==> config.mk <==
export PLATFORM = sky130hd
export DESIGN_NAME = csr_access_ctrl
export DESIGN_NICKNAME = d
export VERILOG_FILES = /design/src/rtl/csr_pkg.sv /design/src/rtl/csr_alu.sv /design/src/rtl/csr_access_ctrl.sv
export SDC_FILE = /design/constraint.sdc
export NUM_CORES = 1
export LEC_CHECK = 0
export BUFFER_PORTS_ARGS = -buffer_cell sky130_fd_sc_hd__buf_2
export CORE_ASPECT_RATIO = 1.1
export CORE_UTILIZATION = 34
export DETAILED_ROUTE_END_ITERATION = 7
export MAX_ROUTING_LAYER = met4
export REMOVE_ABC_BUFFERS = 1
export SETUP_SLACK_MARGIN = 0.2
export SYNTH_ARGS = -nofsm -noshare
export SYNTH_HDL_FRONTEND = slang
export SYNTH_SLANG_ARGS = --single-unit
==> constraint.sdc <==
create_clock -name clk -period 4.27 [get_ports clk]
set_input_delay 0.2135 -clock clk [delete_from_list [all_inputs] [get_ports clk]]
set_output_delay 0.2135 -clock clk [all_outputs]
set_load 0.05 [all_outputs]
==> src/rtl/csr_pkg.sv <==
// Shared types and constants for the CSR access controller: funct3 encodings,
// FSM states, the SYSTEM opcode and small instruction-decode helpers.
package csr_pkg;

    localparam logic [6:0] SYSTEM_OPCODE = 7'b1110011;

    typedef enum logic [2:0] {
        CSRRW  = 3'b001,
        CSRRS  = 3'b010,
        CSRRC  = 3'b011,
        CSRRWI = 3'b101,
        CSRRSI = 3'b110,
        CSRRCI = 3'b111
    } csr_funct3_e;

    typedef enum logic [1:0] {
        IDLE,
        READ,
        WRITE,
        RESP
    } csr_state_e;

    // 000 and 100 are not CSR operations.
    function automatic logic funct3_illegal(input logic [2:0] funct3);
        return funct3[1:0] == 2'b00;
    endfunction

    // RW/RWI always write.
    function automatic logic funct3_is_rw(input logic [2:0] funct3);
        return funct3[1:0] == 2'b01;
    endfunction

endpackage

==> src/rtl/csr_alu.sv <==
// Combinational new-value computation for CSR read-modify-write operations.
module csr_alu
    import csr_pkg::*;
#(
    parameter int XLEN = 32
) (
    input  logic [2:0]      funct3,
    input  logic [XLEN-1:0] old_val,
    input  logic [XLEN-1:0] operand,
    output logic [XLEN-1:0] new_val
);

    // NOTE: give every combinational output a default first so no path leaves it unassigned (no latch).
    always_comb begin
        new_val = operand;
        case (funct3)
            CSRRS, CSRRSI: new_val = old_val | operand;
            CSRRC, CSRRCI: new_val = old_val & ~operand;
            default:       new_val = operand;
        endcase
    end

endmodule

==> src/rtl/csr_access_ctrl.sv <==
// CSR access controller: sequences a SYSTEM CSR instruction through read,
// optional write and a held response, flagging illegal encodings.
module csr_access_ctrl
    import csr_pkg::*;
#(
    parameter int XLEN = 32
) (
    input  logic            clk,
    input  logic            rst,
    input  logic            req_valid,
    output logic            req_ready,
    input  logic [31:0]     instr,
    input  logic [XLEN-1:0] rs1_data,
    output logic [11:0]     csr_addr,
    output logic            csr_we,
    output logic [XLEN-1:0] csr_wd,
    input  logic [XLEN-1:0] csr_rd,
    output logic            resp_valid,
    input  logic            resp_ready,
    output logic [4:0]      resp_rd_addr,
    output logic [XLEN-1:0] resp_data,
    output logic            resp_illegal,
    output logic            busy
);

    csr_state_e      state, next_state;
    logic [11:0]     addr_q;
    logic [2:0]      funct3_q;
    logic [4:0]      rd_q;
    logic [4:0]      rs1_idx_q;
    logic [XLEN-1:0] rs1_data_q;
    logic [XLEN-1:0] zimm_q;
    logic [XLEN-1:0] old_q;
    logic [XLEN-1:0] new_q;
    logic            illegal_q;

    logic [XLEN-1:0] operand;
    logic [XLEN-1:0] alu_new;
    logic            write_needed;
    logic            read_only;
    logic            unused_opcode;

    // The pipeline only presents SYSTEM-opcode instructions, so the opcode bits are not decoded.
    assign unused_opcode = ^instr[6:0];

    assign operand = funct3_q[2] ? zimm_q : rs1_data_q;
    // The zimm field and the rs1 index occupy the same bits, so one test covers both forms.
    assign write_needed = funct3_is_rw(funct3_q) || (rs1_idx_q != 5'd0);
    assign read_only    = (addr_q[11:10] == 2'b11);

    csr_alu #(.XLEN(XLEN)) u_alu (
        .funct3  (funct3_q),
        .old_val (csr_rd),
        .operand (operand),
        .new_val (alu_new)
    );

    always_comb begin
        next_state   = state;
        req_ready    = 1'b0;
        busy         = 1'b1;
        csr_addr     = '0;
        csr_we       = 1'b0;
        csr_wd       = '0;
        resp_valid   = 1'b0;
        resp_data    = old_q;
        resp_rd_addr = rd_q;
        resp_illegal = illegal_q;
        case (state)
            IDLE: begin
                req_ready = 1'b1;
                busy      = 1'b0;
                if (req_valid) begin
                    next_state = funct3_illegal(instr[14:12]) ? RESP : READ;
                end
            end
            READ: begin
                csr_addr = addr_q;
                if (write_needed && !read_only) begin
                    next_state = WRITE;
                end else begin
                    next_state = RESP;
                end
            end
            WRITE: begin
                csr_addr   = addr_q;
                // A reset in this cycle aborts the request before the CSR file sees the edge.
                csr_we     = !rst;
                csr_wd     = new_q;
                next_state = RESP;
            end
            RESP: begin
                resp_valid = 1'b1;
                if (resp_ready) begin
                    next_state = IDLE;
                end
            end
            default: next_state = IDLE;
        endcase
    end

    // NOTE: sequential state uses non-blocking assignments so every register samples pre-edge values.
    always_ff @(posedge clk) begin
        if (rst) begin
            state      <= IDLE;
            addr_q     <= '0;
            funct3_q   <= '0;
            rd_q       <= '0;
            rs1_idx_q  <= '0;
            rs1_data_q <= '0;
            zimm_q     <= '0;
            old_q      <= '0;
            new_q      <= '0;
            illegal_q  <= 1'b0;
        end else begin
            state <= next_state;
            case (state)
                IDLE: begin
                    if (req_valid) begin
                        addr_q     <= instr[31:20];
                        funct3_q   <= instr[14:12];
                        rd_q       <= instr[11:7];
                        rs1_idx_q  <= instr[19:15];
                        rs1_data_q <= rs1_data;
                        zimm_q     <= {{(XLEN-5){1'b0}}, instr[19:15]};
                        old_q      <= '0;
                        new_q      <= '0;
                        illegal_q  <= funct3_illegal(instr[14:12]);
                    end
                end
                READ: begin
                    if (write_needed && read_only) begin
                        illegal_q <= 1'b1;
                        old_q     <= '0;
                    end else begin
                        old_q <= csr_rd;
                        new_q <= alu_new;
                    end
                end
                RESP: begin
                    if (resp_ready) begin
                        illegal_q <= 1'b0;
                    end
                end
                default: ;
            endcase
        end
    end

endmodule

Yosys cells after proc, flatten, opt, wreduce, memory -nomap -nowiden
Cells that the tools add are included.
W data, S select, Z words.
Operators by class
  muxes and demuxes: 22
  eq/ne operators: 13
  bitwise operators: 3
  reductions and logical operators: 18
Operators with widths (count)
  $pmux W32 S2: 3
  $mux W32: 5
  $and A32 B32 Y32: 1
  $not A32 Y32: 1
  $or A32 B32 Y32: 1
  $mux W12: 1
  $mux W1: 8
  $ne A2 B2 Y1 const B: 4
  $pmux W2 S4: 1
  $eq A2 B2 Y1 const B: 3
  $eq A3 B2 Y1 const B: 2
  $eq A3 B3 Y1 const B: 2
  $mux W2: 3
  $reduce_and A2 Y1: 3
  $reduce_or A2 Y1: 3
  $reduce_bool A5 Y1: 1
  $eq A2 B1 Y1 const B: 2
  $logic_not A2 Y1: 2
  $reduce_and A4 Y1: 1
  $pmux W1 S3: 1
  $reduce_and A3 Y1: 1
  $reduce_bool A3 Y1: 1
  $logic_and A1 B1 Y1: 2
  $logic_not A1 Y1: 2
  2 further kinds: 2
Word-level totals
  register bits: 124

Longest topological paths before layout
Gate-level depths: netlist of run 1.
  word-level depth: 6
  depth in mapped cells: 9
  gate-level depth less buffers: 6

By module
From an unflattened synthesis of run 1, not the netlist that was laid out.
Unflattened totals
  cells, all modules: 658
  area total of the unflattened synthesis: 5474.0 µm²
Modules (own cells, without submodules)
  csr_access_ctrl: times used 1, cells each 585, area each 4964.8 µm²
  csr_alu: times used 1, cells each 73, area each 509.2 µm²

Worst setup path after synthesis of run 1
Ideal clock, no wire load.
  kind: register -> register
  start point: reg state[0]
  end point: reg old_q[0] (netlist: resp_data[0])
  period minus slack after synthesis: 2456 ps
  library setup time: 70 ps
  path slack: 1814 ps
  required time: 4200 ps
  data arrival time: 2385 ps
  cell stages (with the launch flop): 8
  cells stage by stage: dfxtp_1 inv_1 ha_1 inv_1 a21oi_1 clkbuf_1 nand2_1 a21oi_1
On the way
  longest elaborated chain between the ends: 3
  elaborated cells between the ends (all ways): 6
Ends and longest elaborated chain
  from (decl): RTL line csr_access_ctrl.sv:26  | csr_state_e state, next_state;
  from (signal assigned): RTL line csr_access_ctrl.sv:116  | state <= next_state;
  $eq A2 B1 Y1 / $logic_not A2 Y1 (equally long branches): RTL line csr_access_ctrl.sv:117  | case (state)
  $reduce_bool A2 Y1 (no line) / $ne A2 B2 Y1 (equally long branches)
  $reduce_and A2 Y1 (no line)
  to (signal assigned): RTL line csr_access_ctrl.sv:136  | old_q <= csr_rd;
  to (decl): RTL line csr_access_ctrl.sv:33  | logic [XLEN-1:0] old_q;
Parallel ways exist; a longest one is shown, timed or not.
A chain may end at the register's enable or synchronous reset.

Worst setup path after layout of run 1
  start point: reg state[1]
  end point: reg illegal_q (netlist: resp_illegal)
On the way
  longest elaborated chain between the ends: 3
  elaborated cells between the ends (all ways): 9
Ends and longest elaborated chain
  $eq A2 B1 Y1, or another cell as far along: RTL line csr_access_ctrl.sv:117
  $ne A2 B2 Y1 (no line) / $reduce_bool A3 Y1 (equally long branches)
  $reduce_and A4 Y1 (no line)
  to (signal assigned): RTL line csr_access_ctrl.sv:128  | illegal_q <= funct3_illegal(instr[14:12]);
  to (decl): RTL line csr_access_ctrl.sv:35  | logic illegal_q;
Parallel ways exist; a longest one is shown, timed or not.

==> results of run 1 <==
[per-layer routing]
metal  wire, um  vias up
li1           -     2763
met1       7820     2569
met2       8070      152
met3        765       13
met4        163        0
met5          0        -
[power by group through the flow]
stage	Sequential, mW	Clock [mW]	Combinational, mW
2_1_floorplan	1.72	0	0.974
3_3_place_gp	1.49	0	1.84
3_5_place_dp	1.49	0	1.85
4_1_cts	1.47	1.50	1.86
5_1_grt	1.50	1.54	2.00
6_report	1.47	1.47	1.83
[sequential cells by signal, summed over array words and instances (netlist names)]
signal        cells
addr_q           12
funct3_q          3
new_q            32
resp_data        32
resp_illegal      1
resp_rd_addr      5
rs1_data_q       32
rs1_idx_q         5
state             2
[layout by cell type, fill, tap and decap left out, types with 3 or more instances in the layout]
cell type	instances
nand2_1	180
ha_1	5
nand3_1	26
nand2b_1	27
nand4_1	32
mux2i_1	37
a211oi_1	4
buf_12	3
nand3_2	6
buf_4	9
o21ai_0	33
buf_2	177
and2_1	46
a21oi_1	121
dfxtp_1	123
clkinv_2	3
clkbuf_8	6
clkbuf_16	17
inv_1	6
[worst paths after layout]
path / from / endpoint / slack [ns] / cells after the start
worst max-delay path: state[1] / resp_illegal / 1.49 / 7
worst min-delay path: instr[11] / resp_rd_addr[4] / 0.03 / 3
worst max register to register: state[1] / resp_illegal / 1.49 / 7
worst min register to register: addr_q[2] / addr_q[2] / 0.45 / 2
[critical path, cell delays in order (launching register included)]
cell and delay [ns]:
dfxtp_1 0.35, inv_1 0.14, ha_2 0.78, or4b_4 0.57
o32ai_4 0.23, buf_4 0.32, nor3_1 0.09, a211oi_1 0.20
[synthesized netlist by cell type]
master       n
a211oi_1     4
nand4_1     32
buf_2        4
mux2i_1     37
clkbuf_1    54
o31ai_1      1
a21o_1       1
a21oi_1    122
clkbuf_8     2
inv_1        6
a2111oi_0    1
and3_1       1
nor2_1       1
o31a_1       1
o21bai_1     1
and2b_1      1
nor2b_1      2
o31a_2       1
o32ai_4      1
dfxtp_1    124
o21ai_0     33
o31ai_4      1
or3_2        1
and2_1      47
buf_6        4
or4b_4       1
nand2_1    181
nand3_1     26
o22ai_1      1
or2_2        1
nor3_1       1
nand2b_1    27
ha_1         6
buf_1        4
nand3_2      6
[cells by family after synthesis]
logic type	after synthesis
AOI/OAI and AO/OA	168
adders and majority gates	6
buffers and inverters	74
DFF	124
muxes	37
and+or+nand+nor	328
[metrics by stage]
stage	instance area, um2	setup TNS, ns	hold WS (ns)
floorplan	5460	-1.03	0.283
finish	7340	0	0.0312
detailed placement	6750	0	0.442
global route	7340	0	0.0236
global placement	6750	0	0.437
CTS	7340	0	0.0136
[layout make-up]
type,instances,share of cell area (%)
Multi-Input combinational cell,539,40.4
Sequential cell,124,33.8
Timing Repair Buffer,189,13.8
Clock buffer,25,7.02
Tap cell,204,3.48
Clock inverter,6,1.12
Inverter,6,0.307
==> metrics.md, run 1 <==
| Metric | Value |
|---|---|
| Startpoint types | `flip-flop` |
| Slew margin rel. | `26.8%` |
| Post-Route WL | `16800 um` |
| Maximum vdd drop | `0.000301 V` |
| Share of cells above drive strength 1 | `26.5%` |
| GR peak layer | `met2` |
| Initial Utilization | `35.0%` |
| Std-Cell Core Area | `16500 um2` |
| Drt initial violations | `322` |
| Max_cap viols | `0` |
| Most area-consuming cells after synthesis | `dfxtp_1, nand2_1, a21oi_1, mux2i_1, and2_1` |
| Post-route DRC violation count | `0` |
| Vias per inst | `5.03` |
| Placed cells | `1062` |
| Multi-input gate area | `2970 um2` |
| Met2 Use GR | `33.2%` |
| Vias in the first global route | `5320` |
| Synth Instances | `737` |
| Count of nets after finishing | `983` |
| Detail Route Antenna Nets | `0` |
| Final min period | `2.78 ns` |
| Hpwl dp | `10400 um` |
| Die Y | `139 um` |
| DR vias | `5497` |
| # rows | `49` |
| WL/cell | `15.4 um` |
| Met3 Track Usage GR | `4.82%` |
| Port bufs | `178` |
| Sw power | `1.96 mW` |
| Pwr Density | `648 nW/um2` |
| Antenna cells | `0` |
| Setup Skew | `0.00661 ns` |
| Least-Margin Pin Slew | `1.10 ns` |
| Max Transition Viols Final | `0` |
| Seq pwr share | `30.8%` |
| Synth top area share | `43.0%` |
| Post-CTS Repair Setup Buffers | `0` |
| Leak pwr | `3.21 nW` |
| CP endpoint kind | `flip-flop` |
| Yosys cell types | `35` |
| Syn_area_per_cell | `7.82 um2` |
| Die footprint | `17500 um2` |
| Layout Area Growth over Synthesis | `27.3%` |
| Storage element area | `2480 um2` |
| Drt first pass iters | `4` |
| Fill cells | `1748` |
| Clock power frac | `30.8%` |
| F_max | `360 MHz` |
| Post-synthesis mux area share | `6.42%` |
| Worst hold path class | `in -> reg` |
| Chip Width | `126 um` |
| Sequential share of the synthesized area | `43.0%` |
| Clk pin slew, worst setup/hold paths | `0.06 ns` |
| Switching share of power | `41.3%` |
| Synth Register Bits | `124` |
| Cell taking the most area after synthesis | `dfxtp_1` |
| Clock buffer count from CTS | `17` |
| Global-route wire length before repair | `27400 um` |
| Cts-stage hold buffer count | `0` |
| Simple logic cell fraction of the synthesized area | `27.7%` |
| Combinational share of power | `38.4%` |
| TritonCTS clock tree | `built` |
| Largest net degree at the start of global routing | `65` |
| Pre-CTS setup slack | `1.48 ns` |
| CP Data Arrival Time | `3.11 ns` |
| Largest family of logic cells by synthesized area | `simple AND/OR/NAND/NOR gates` |
| Setup violations, final | `0` |
| Synth Area in Compound Gates | `15.8%` |
| Outcome | `finished clean` |
| Synth warn | `0` |
| Finished Layout Cells | `1093` |
| RSZ-0062 raised after global routing | `false` |
| CP Class | `reg -> reg` |
| GRT Util Overall | `20.4%` |
| Worst-Skew Late Latency | `0.41 ns` |
| # resized after CTS | `0` |
| Met1 Resource Use GR | `25.2%` |
| CP required | `4.60 ns` |
| Post-Syn Area | `5770 um2` |
| Root Buffer | `clkbuf_16` |
| Clk sinks | `124` |
| CTS max path bufs | `2` |
| Layout Utilization | `44.5%` |
| Hold Violations, Final | `0` |
| Crit-path max FO | `38` |
| Io pins | `186` |
| Number of antenna violations at the first check in global routing | `0` |
| Xor/xnor cell area share of the yosys netlist | `0%` |
| Tot Pwr | `4.76 mW` |
| Adder-cell share of the synthesized area | `1.30%` |
| Worst setup margin | `1.49 ns` |
| Internal power | `2.79 mW` |
| Tcrit/Tclk final | `65.1%` |
| Gp weighted congestion | `0.757` |
| H-tree Lvls | `4` |
| GRT Residual Overflow | `0` |
No activity file was read; power rests on OpenSTA's default activity.
==> inputs of run 2 (changes only) <==
- clock period: 4.27 -> 2.6 ns (I/O delays scaled with it)
==> run 2 against run 1 <==
  * First-iteration DRC count down 7.8%
  * Hold slack better by 0.14 ns
  * Largest cell class unchanged
  * Largest power group unchanged
  * Power rose by 70%
  * Final area increased by 14%
==> metrics.md, run 2 (synthesis results as in run 1) <==
| Metric | Value |
|---|---|
| Clk pin slew, worst setup/hold paths | `0.06 ns (about the same)` |
| Sw power | `3.26 mW (+66%)` |
| CP Class | `reg -> reg` |
| RSZ-0062 raised after global routing | `true` |
| Largest net degree at the start of global routing | `58 (-11%)` |
| Switching share of power | `40.2% (-1.0 points)` |
| CP required | `2.93 ns (-1.67 ns)` |
| Share of cells above drive strength 1 | `25.1% (-1.5 points)` |
| R2R depth | `8 (+1)` |
| GRT Residual Overflow | `0 (unchanged)` |
| Outcome | `finished clean` |
| DR vias | `5897 (+7.3%)` |
| Reg2reg start | `state[1]` |
| Max_cap viols | `0 (unchanged)` |
| Hold Path End | `rs1_data_q[31]` |
| Commonest non-fill, non-tap cell in the layout | `nand2_1` |
| Root Buffer | `clkbuf_16` |
| Io pins | `186 (unchanged)` |
| Initial Utilization | `35.0% (unchanged)` |
| CP Data Arrival Time | `2.66 ns (-0.45 ns)` |
| Slew margin rel. | `62.9% (+36 points)` |
| Leak pwr | `3.66 nW (+14%)` |
| Pwr Density | `970 nW/um2 (+50%)` |
| Gp weighted congestion | `0.735 (-3.0%)` |
| Most frequent cells in the layout | `nand2_1, buf_2, dfxtp_1` |
| Combinational share of power | `39.6% (+1.2 points)` |
| Chip Width | `126 um (unchanged)` |
| Layout Area Growth over Synthesis | `45.0%` |
| Global-route wire length before repair | `28900 um (+5.6%)` |
| Number of antenna violations at the first check in global routing | `0 (unchanged)` |
| Vias per inst | `4.94 (-1.7%)` |
| Drt first pass iters | `4 (unchanged)` |
| Setup violations, final | `0 (unchanged)` |
| Reg2Reg Setup Slack | `0.27 ns (-1.23 ns)` |
| Hold Path Depth | `2 (-1)` |
| Crit Reg-Reg Endpoint | `resp_illegal` |
| Std-Cell Core Area | `16500 um2 (unchanged)` |
| # resized after CTS | `0 (unchanged)` |
| Count of nets after finishing | `1083 (+10%)` |
| Die footprint | `17500 um2 (unchanged)` |
| Worst hold path class | `in -> reg` |
| Finished Layout Cells | `1193 (+9.1%)` |
| Worst hold slack | `0.173 ns (+0.142 ns)` |
| Seq pwr share | `29.4% (-1.4 points)` |
| Die Y | `139 um (unchanged)` |
| Maximum vdd drop | `0.000477 V (+59%)` |
| CP endpoint kind | `flip-flop` |
| Min-delay src | `rst` |
| # rows | `49 (unchanged)` |
| Port bufs | `178 (unchanged)` |
| Clock buffer count from CTS | `17 (unchanged)` |
| Internal power | `4.85 mW (+73%)` |
| Antenna cells | `0 (unchanged)` |
| Tcrit/Tclk final | `89.8% (+25 points)` |
| Detail Route Antenna Nets | `0 (unchanged)` |
| F_max | `428 MHz (+19%)` |
| CTS max path bufs | `2 (unchanged)` |
| Setup Skew | `0.00882 ns (+0.00221 ns)` |
| Post-CTS Repair Setup Buffers | `0 (unchanged)` |
| Max Transition Viols Final | `0 (unchanged)` |
| Worst-Skew Late Latency | `0.41 ns (about the same)` |
| GRT Util Overall | `21.6% (+1.1 points)` |
| TritonCTS clock tree | `built` |
| Clock power frac | `31.0% (+0.2 points)` |
| H-tree Lvls | `4 (unchanged)` |
| Post-route DRC violation count | `0 (unchanged)` |
| Placed cells | `1073 (+1.0%)` |
| Drt initial violations | `297 (-7.8%)` |
| Hold Violations, Final | `0 (unchanged)` |
| Post-Route WL | `18100 um (+7.8%)` |
| Startpoint types | `flip-flop` |
| WL/cell | `15.2 um (-1.2%)` |
| Vias in the first global route | `5655 (+6.3%)` |
| Final min period | `2.33 ns (-0.445 ns)` |
| Clk sinks | `124 (unchanged)` |
| Least-Margin Pin Slew | `0.555 ns (-0.542 ns)` |
| Pre-CTS setup slack | `0.258 ns (-1.22 ns)` |
| Worst setup margin | `0.266 ns (-1.23 ns)` |
| Hpwl dp | `10900 um (+5.6%)` |
| Crit-path max FO | `16 (-58%)` |
| Tot Pwr | `8.11 mW (+70%)` |
## run 2: layout make-up
type / instances / area, um2
Clock buffer: 25 / 526
Sequential cell: 124 / 2480
Tap cell: 204 / 255
Fill cell: 1587 / 8130
Inverter: 6 / 22.5
Timing Repair Buffer: 289 / 2000
Clock inverter: 6 / 105
Multi-Input combinational cell: 539 / 2970
## run 2: timing repair
item / 4_1_cts / 5_1_grt
hold buffers: 89 / 0
hold endpoints to repair: 89 / 0
setup endpoints to repair: 0 / 13
## run 2: worst max-delay path: stages, from the launching register on
cell	delay [ns]
dfxtp_1	0.36
inv_1	0.15
ha_2	0.21
buf_4	0.21
or4b_4	0.50
o32ai_4	0.23
buf_4	0.29
nor3_1	0.08
a211oi_1	0.21
## run 2: worst max path at each step
stage	end	depth (start not counted)	from	slack, ns
5_1_grt	resp_data[31]	8	state[1]	0.14
3_3_place_gp	resp_illegal	8	state[1]	0.33
3_5_place_dp	resp_illegal	8	state[1]	0.26
4_1_cts	resp_illegal	8	state[1]	0.25
6_report	resp_illegal	8	state[1]	0.27
2_1_floorplan	new_q[31]	6	state[0]	-1.72
## run 2: metrics by stage
step	util (%)	area [um2]	TNS, ns
2_1_floorplan	-	5460	-103.61
3_3_place_gp	41.5	6840	0
4_1_cts	50.7	8360	0
6_report	50.7	8360	0
5_1_grt	50.7	8360	0
3_5_place_dp	41.5	6840	0
## run 2: power by group through the flow
| stage | clock (mW) | sequential, mW | combinational [mW] |
|---|---|---|---|
| floorplan | 0 | 2.82 | 1.60 |
| global placement | 0 | 2.41 | 3.10 |
| detailed placement | 0 | 2.42 | 3.12 |
| CTS | 2.58 | 2.38 | 3.23 |
| global route | 2.66 | 2.42 | 3.47 |
| finish | 2.52 | 2.38 | 3.21 |
## run 2: layer usage
layer / track usage [%] / part of all wire, %
met4: 5.96 / 1.1
met1: 25.3 / 44
met5: - / 0
met2: 36.8 / 50
met3: 4.90 / 5.0
